## config.mk

```make
export PLATFORM = sky130hd
export DESIGN_NAME = rtype_exec_ctrl
export DESIGN_NICKNAME = d
export VERILOG_FILES = /design/src/rtl/rtype_pkg.sv /design/src/rtl/rtype_op_encode.sv /design/src/rtl/rtype_exec_ctrl.sv
export SDC_FILE = /design/constraint.sdc
export NUM_CORES = 1
export LEC_CHECK = 0
export ABC_AREA = 1
export CORE_MARGIN = 2
export CORE_UTILIZATION = 31
export DETAILED_ROUTE_END_ITERATION = 8
export DONT_BUFFER_PORTS = 1
export GPL_TIMING_DRIVEN = 0
export PLACE_DENSITY = 0.55
export SLEW_MARGIN = 20
export SYNTH_ARGS = -nofsm -noshare
export SYNTH_HDL_FRONTEND = slang
export SYNTH_SLANG_ARGS = --single-unit
```

## constraint.sdc

```tcl
create_clock -name clock -period 3.8 [get_ports clock]
set_input_delay 0.19 -clock clock [delete_from_list [all_inputs] [get_ports clock]]
set_output_delay 0.19 -clock clock [all_outputs]
set_load 0.05 [all_outputs]
```

## src/rtl/rtype_pkg.sv

```systemverilog
// Shared encodings for the R-type execution controller: opcode/funct7 constants,
// ALU operation codes and the sequencer state type.
package rtype_pkg;

  localparam logic [6:0] OPC_RTYPE = 7'b0110011;
  localparam logic [6:0] F7_BASE   = 7'b0000000;
  localparam logic [6:0] F7_ALT    = 7'b0100000;

  typedef enum logic [3:0] {
    ALU_ADD  = 4'd0,
    ALU_SUB  = 4'd1,
    ALU_SLL  = 4'd2,
    ALU_SLT  = 4'd3,
    ALU_SLTU = 4'd4,
    ALU_XOR  = 4'd5,
    ALU_SRL  = 4'd6,
    ALU_SRA  = 4'd7,
    ALU_OR   = 4'd8,
    ALU_AND  = 4'd9
  } alu_op_t;

  typedef enum logic [2:0] {
    IDLE   = 3'd0,
    DECODE = 3'd1,
    READ   = 3'd2,
    EXEC   = 3'd3,
    WB     = 3'd4
  } state_t;

endpackage

```

## src/rtl/rtype_op_encode.sv

```systemverilog
// Combinational R-type classifier: flags legal RV32I R-type encodings and maps
// them to the ALU operation code. Illegal words report ADD so alu_op never floats.
module rtype_op_encode
  import rtype_pkg::*;
(
  input  logic [6:0] funct7,
  input  logic [2:0] funct3,
  input  logic [6:0] opcode,
  output logic       legal,
  output logic [3:0] alu_op
);

  always_comb begin
    legal  = 1'b0;
    alu_op = ALU_ADD;
    if (opcode == OPC_RTYPE) begin
      if (funct7 == F7_BASE) begin
        legal = 1'b1;
        case (funct3)
          3'b000:  alu_op = ALU_ADD;
          3'b001:  alu_op = ALU_SLL;
          3'b010:  alu_op = ALU_SLT;
          3'b011:  alu_op = ALU_SLTU;
          3'b100:  alu_op = ALU_XOR;
          3'b101:  alu_op = ALU_SRL;
          3'b110:  alu_op = ALU_OR;
          default: alu_op = ALU_AND;
        endcase
      end else if (funct7 == F7_ALT) begin
        if (funct3 == 3'b000) begin
          legal  = 1'b1;
          alu_op = ALU_SUB;
        end else if (funct3 == 3'b101) begin
          legal  = 1'b1;
          alu_op = ALU_SRA;
        end
      end
    end
  end

endmodule

```

## src/rtl/rtype_exec_ctrl.sv

```systemverilog
// Multi-cycle R-type sequencer: accepts one instruction, classifies it, then
// steps register read, ALU issue and write-back strobes and counts retirements.
module rtype_exec_ctrl
  import rtype_pkg::*;
#(
  parameter int CNT_W = 16
) (
  input  logic             clock,
  input  logic             reset,
  input  logic             instr_valid,
  input  logic [31:0]      instr,
  output logic             instr_ready,
  input  logic             flush,
  output logic             rf_rd_en,
  output logic [4:0]       rf_rs1,
  output logic [4:0]       rf_rs2,
  output logic             alu_en,
  output logic [3:0]       alu_op,
  output logic             rf_wr_en,
  output logic [4:0]       rf_rd,
  input  logic             wb_ready,
  output logic             illegal,
  output logic             busy,
  output logic [CNT_W-1:0] retired_cnt
);

  state_t      state;
  state_t      state_nxt;
  logic [31:0] ir;
  logic        legal;
  logic [3:0]  op_dec;
  logic        rd_zero;
  logic        retire;

  function automatic logic [CNT_W-1:0] sat_inc(input logic [CNT_W-1:0] v);
    return (&v) ? v : v + 1'b1;
  endfunction

  rtype_op_encode u_encode (
    .funct7 (ir[31:25]),
    .funct3 (ir[14:12]),
    .opcode (ir[6:0]),
    .legal  (legal),
    .alu_op (op_dec)
  );

  assign rf_rs1  = ir[19:15];
  assign rf_rs2  = ir[24:20];
  assign rf_rd   = ir[11:7];
  assign alu_op  = op_dec;
  assign rd_zero = (ir[11:7] == 5'd0);

  always_ff @(posedge clock or posedge reset) begin
    if (reset) state <= IDLE;
    else       state <= state_nxt;
  end

  always_ff @(posedge clock or posedge reset) begin
    if (reset)                             ir <= '0;
    else if (state == IDLE && instr_valid) ir <= instr;
  end

  always_ff @(posedge clock or posedge reset) begin
    if (reset)       retired_cnt <= '0;
    else if (retire) retired_cnt <= sat_inc(retired_cnt);
  end

  // flush aborts only before write-back; a write in WB always finishes
  always_comb begin
    state_nxt = state;
    case (state)
      IDLE:    if (instr_valid) state_nxt = DECODE;
      DECODE:  state_nxt = (flush || !legal) ? IDLE : READ;
      READ:    state_nxt = flush ? IDLE : EXEC;
      EXEC:    state_nxt = flush ? IDLE : WB;
      WB:      if (rd_zero || wb_ready) state_nxt = IDLE;
      default: state_nxt = IDLE;
    endcase
  end

  always_comb begin
    instr_ready = (state == IDLE) && !reset;
    busy        = (state != IDLE);
    rf_rd_en    = (state == READ);
    alu_en      = (state == EXEC);
    rf_wr_en    = (state == WB) && !rd_zero;
    illegal     = (state == DECODE) && !legal && !flush;
    retire      = (state == WB) && (rd_zero || wb_ready);
  end

endmodule

```

==> qor.yml <==
clocking:
  numClockSinks: 51
  clkLatencyLatePin_ns: 0.31
  cts_tree: "built"
  cts_setup_buffers: 0
  cts_buffers: 5
  htreeDepth: 2
  clockBufferDepth: 2
  cts_root_buf: "clkbuf_8"
  clk_pin_slew_ns: 0.11
place:
  routabilityCongestion: 0.875
  portBuffers: 0
  placement.cell_area_mm2: 0.00289
  place_inst: 436
  dp_hpwl_um: 4440
  place_ws_ns: 1.72
yosys:
  synthCells: 327
  synth_fp_nets: 365
  synth_cell_types: 27
  syn_avg_cell_area_um2: 8.38
  synth_flop_cell: "dfrtp_1"
  ys_ff_latch: 51
  ys_seq_area_share_pct: 46.6
  yosysWarnings: 0
  ys_async_sr_fraction_pct: 100
  synth_edf_count: 0
  synth_area_mm2: 0.00274
critical_path:
  worstSetupPathType: "register to output pin"
  path_max_fanout: 4
  rrSetupSlack_ns: 1.78
  end_kind: "output pin"
  startpoint_type: "register"
  crit_required_ns: 3.61
  worst_r2r_path_depth: 10
  crit_arrival_ns: 2.23
global_routing:
  grt_pass1_wl_um: 9930
  grtUsageTotal_pct: 12.7
  grt_max_degree: 52
  grt_overflow: 0
  grt_pass1_vias: 2043
  antenna_found_initial: 0
hold_path:
  hp-class: "primary input to register"
  whs_path_depth: 1
route:
  ant_nets: 0
  first_iter_violations: 46
  first_pass_iters: 4
  drc_errors: 0
  via_count: 2079
  wl_um: 5900
  vias_per_cell: 4.59
  drt-wirelength-per-cell_um: 13.0
power:
  leakage_nw: 1.49
  vdd_ir_drop_max_mv: 0.224
  p_total_mw: 2.02
  power.density_mw_per_mm2: 656
sta:
  tightest_slew_ns: 1.04
  maxSlewViolCount: 0
  holdWs_ns: 0.0203
  postLayoutSetupSlackWorst_ns: 1.38
  layout_min_cycle_time_ns: 2.42
  fin_crit_sh_pct: 63.6
  clock_skew_ns: 0.0165
  hold_viol: 0
  fmax_mhz: 414
  relSlewSlack_pct: 30.6
  fin_setup_tns_ns: 0
  setup_viol: 0
  rsz0062_at_grt: "no"
layout:
  fin_area_mm2: 0.00308
  nets: 382
  num_antenna_cells: 0
  area_delta_synth_final_pct: 12.3
  utilization_pct: 35.6
  drive_gt1_share_pct: 19.4
  finalNonFillerCells: 453
floorplanning:
  core_area_mm2: 0.00864
  die_h_um: 98.0
  num_rows: 34
  dieArea_mm2: 0.00961
  dieWidth_um: 98.0
  start_util_pct: 31.7
  io_pins: 78
run:
  cap_viol_max_count: 0
outcome:
  run_status: "finished clean"
-- cells by family (layout without fill, tap and decap cells) --
logic type,Yosys count,in the layout,share of synthesized area [%]
simple gates,170,170,26.4
mux,24,24,9.86
compound gates,22,22,4.79
flops,51,51,46.6
buf+inv,55,73,10.6
xor+xnor,4,4,1.28
fa+ha+maj,1,1,0.457
-- layout make-up --
| cell class | count | area, um2 |
|---|---|---|
| buffer | 22 | 166 |
| clock buffer | 5 | 68.8 |
| clock inverter | 3 | 27.5 |
| fill | 906 | 5560 |
| inverter | 33 | 126 |
| multi-input combinational | 221 | 1180 |
| sequential | 51 | 1280 |
| tap | 108 | 135 |
| timing repair buffer | 10 | 93.8 |
-- metal layers --
metal,wire (um),up-vias,GRT usage [%]
met5,0,-,0
met4,61,0,3.95
met3,409,6,3.79
met2,2870,61,20.7
met1,2560,959,16.4
li1,-,1053,-
-- path summary, 6_finish.rpt --
check                               startpoint              end
worst max-delay path                     ir[3]        alu_op[1]
worst min-delay path                  instr[9]            ir[9]
worst max register to register  retired_cnt[0]  retired_cnt[15]
worst min register to register           ir[2]            ir[2]
max in group asynchronous                reset           ir[13]
min in group asynchronous                reset  retired_cnt[14]
-- registers in the layout, summed over array words and instances (netlist names) --
name and count:
retired_cnt 16, ir 32, state 3
-- synth_stat cells (5+ instances only) --
cell type / count / share of area [%]
nand2_1: 96 / 13
dfrtp_1: 51 / 47
nor2_1: 38 / 5.2
inv_1: 31 / 4.2
mux2_2: 19 / 7.8
nand3_1: 18 / 3.3
buf_4: 15 / 4.1
a21oi_1: 11 / 2.0
mux2_1: 5 / 2.1
o21ai_0: 5 / 0.91
o21ai_2: 5 / 1.6
-- timing repair --
action	CTS	global route
hold buffers	4	5
setup endpoints to repair	0	0
hold endpoints to repair	54	5
resized for setup	0	0
-- power by group --
group | switching, mW | internal (mW)
Clock | 0.197 | 0.136
Sequential | 0.118 | 0.722
Combinational | 0.562 | 0.285
Total | 0.877 | 1.14
-- worst max-delay path: stages (launching register included) --
cell,delay (ns)
dfrtp_1,0.39
nor2_1,0.11
nand3_1,0.10
nor2_1,0.30
nand2_1,0.17
a21oi_1,0.86
-- cells in the final DEF (no fill, tap or decap), types with 2 or more instances in the layout --
cell type / netlist / routed
xor2_1: 4 / 4
buf_4: 15 / 15
a21oi_1: 11 / 11
clkbuf_8: 0 / 5
nand3b_1: 2 / 2
nor2_1: 38 / 38
nor3_2: 0 / 2
nand2_1: 96 / 96
dfrtp_1: 51 / 51
buf_6: 3 / 3
nor2_4: 2 / 2
mux2_2: 19 / 19
nor2_2: 2 / 2
o21ai_0: 5 / 5
buf_2: 4 / 4
mux2_1: 5 / 5
nand4_1: 4 / 4
dlygate4sd3_1: 0 / 9
inv_1: 31 / 30
o21ai_2: 5 / 5
nand2_2: 2 / 2
nand3_1: 18 / 18
inv_2: 2 / 2
Note: power is estimated with default switching activity, not from simulation.
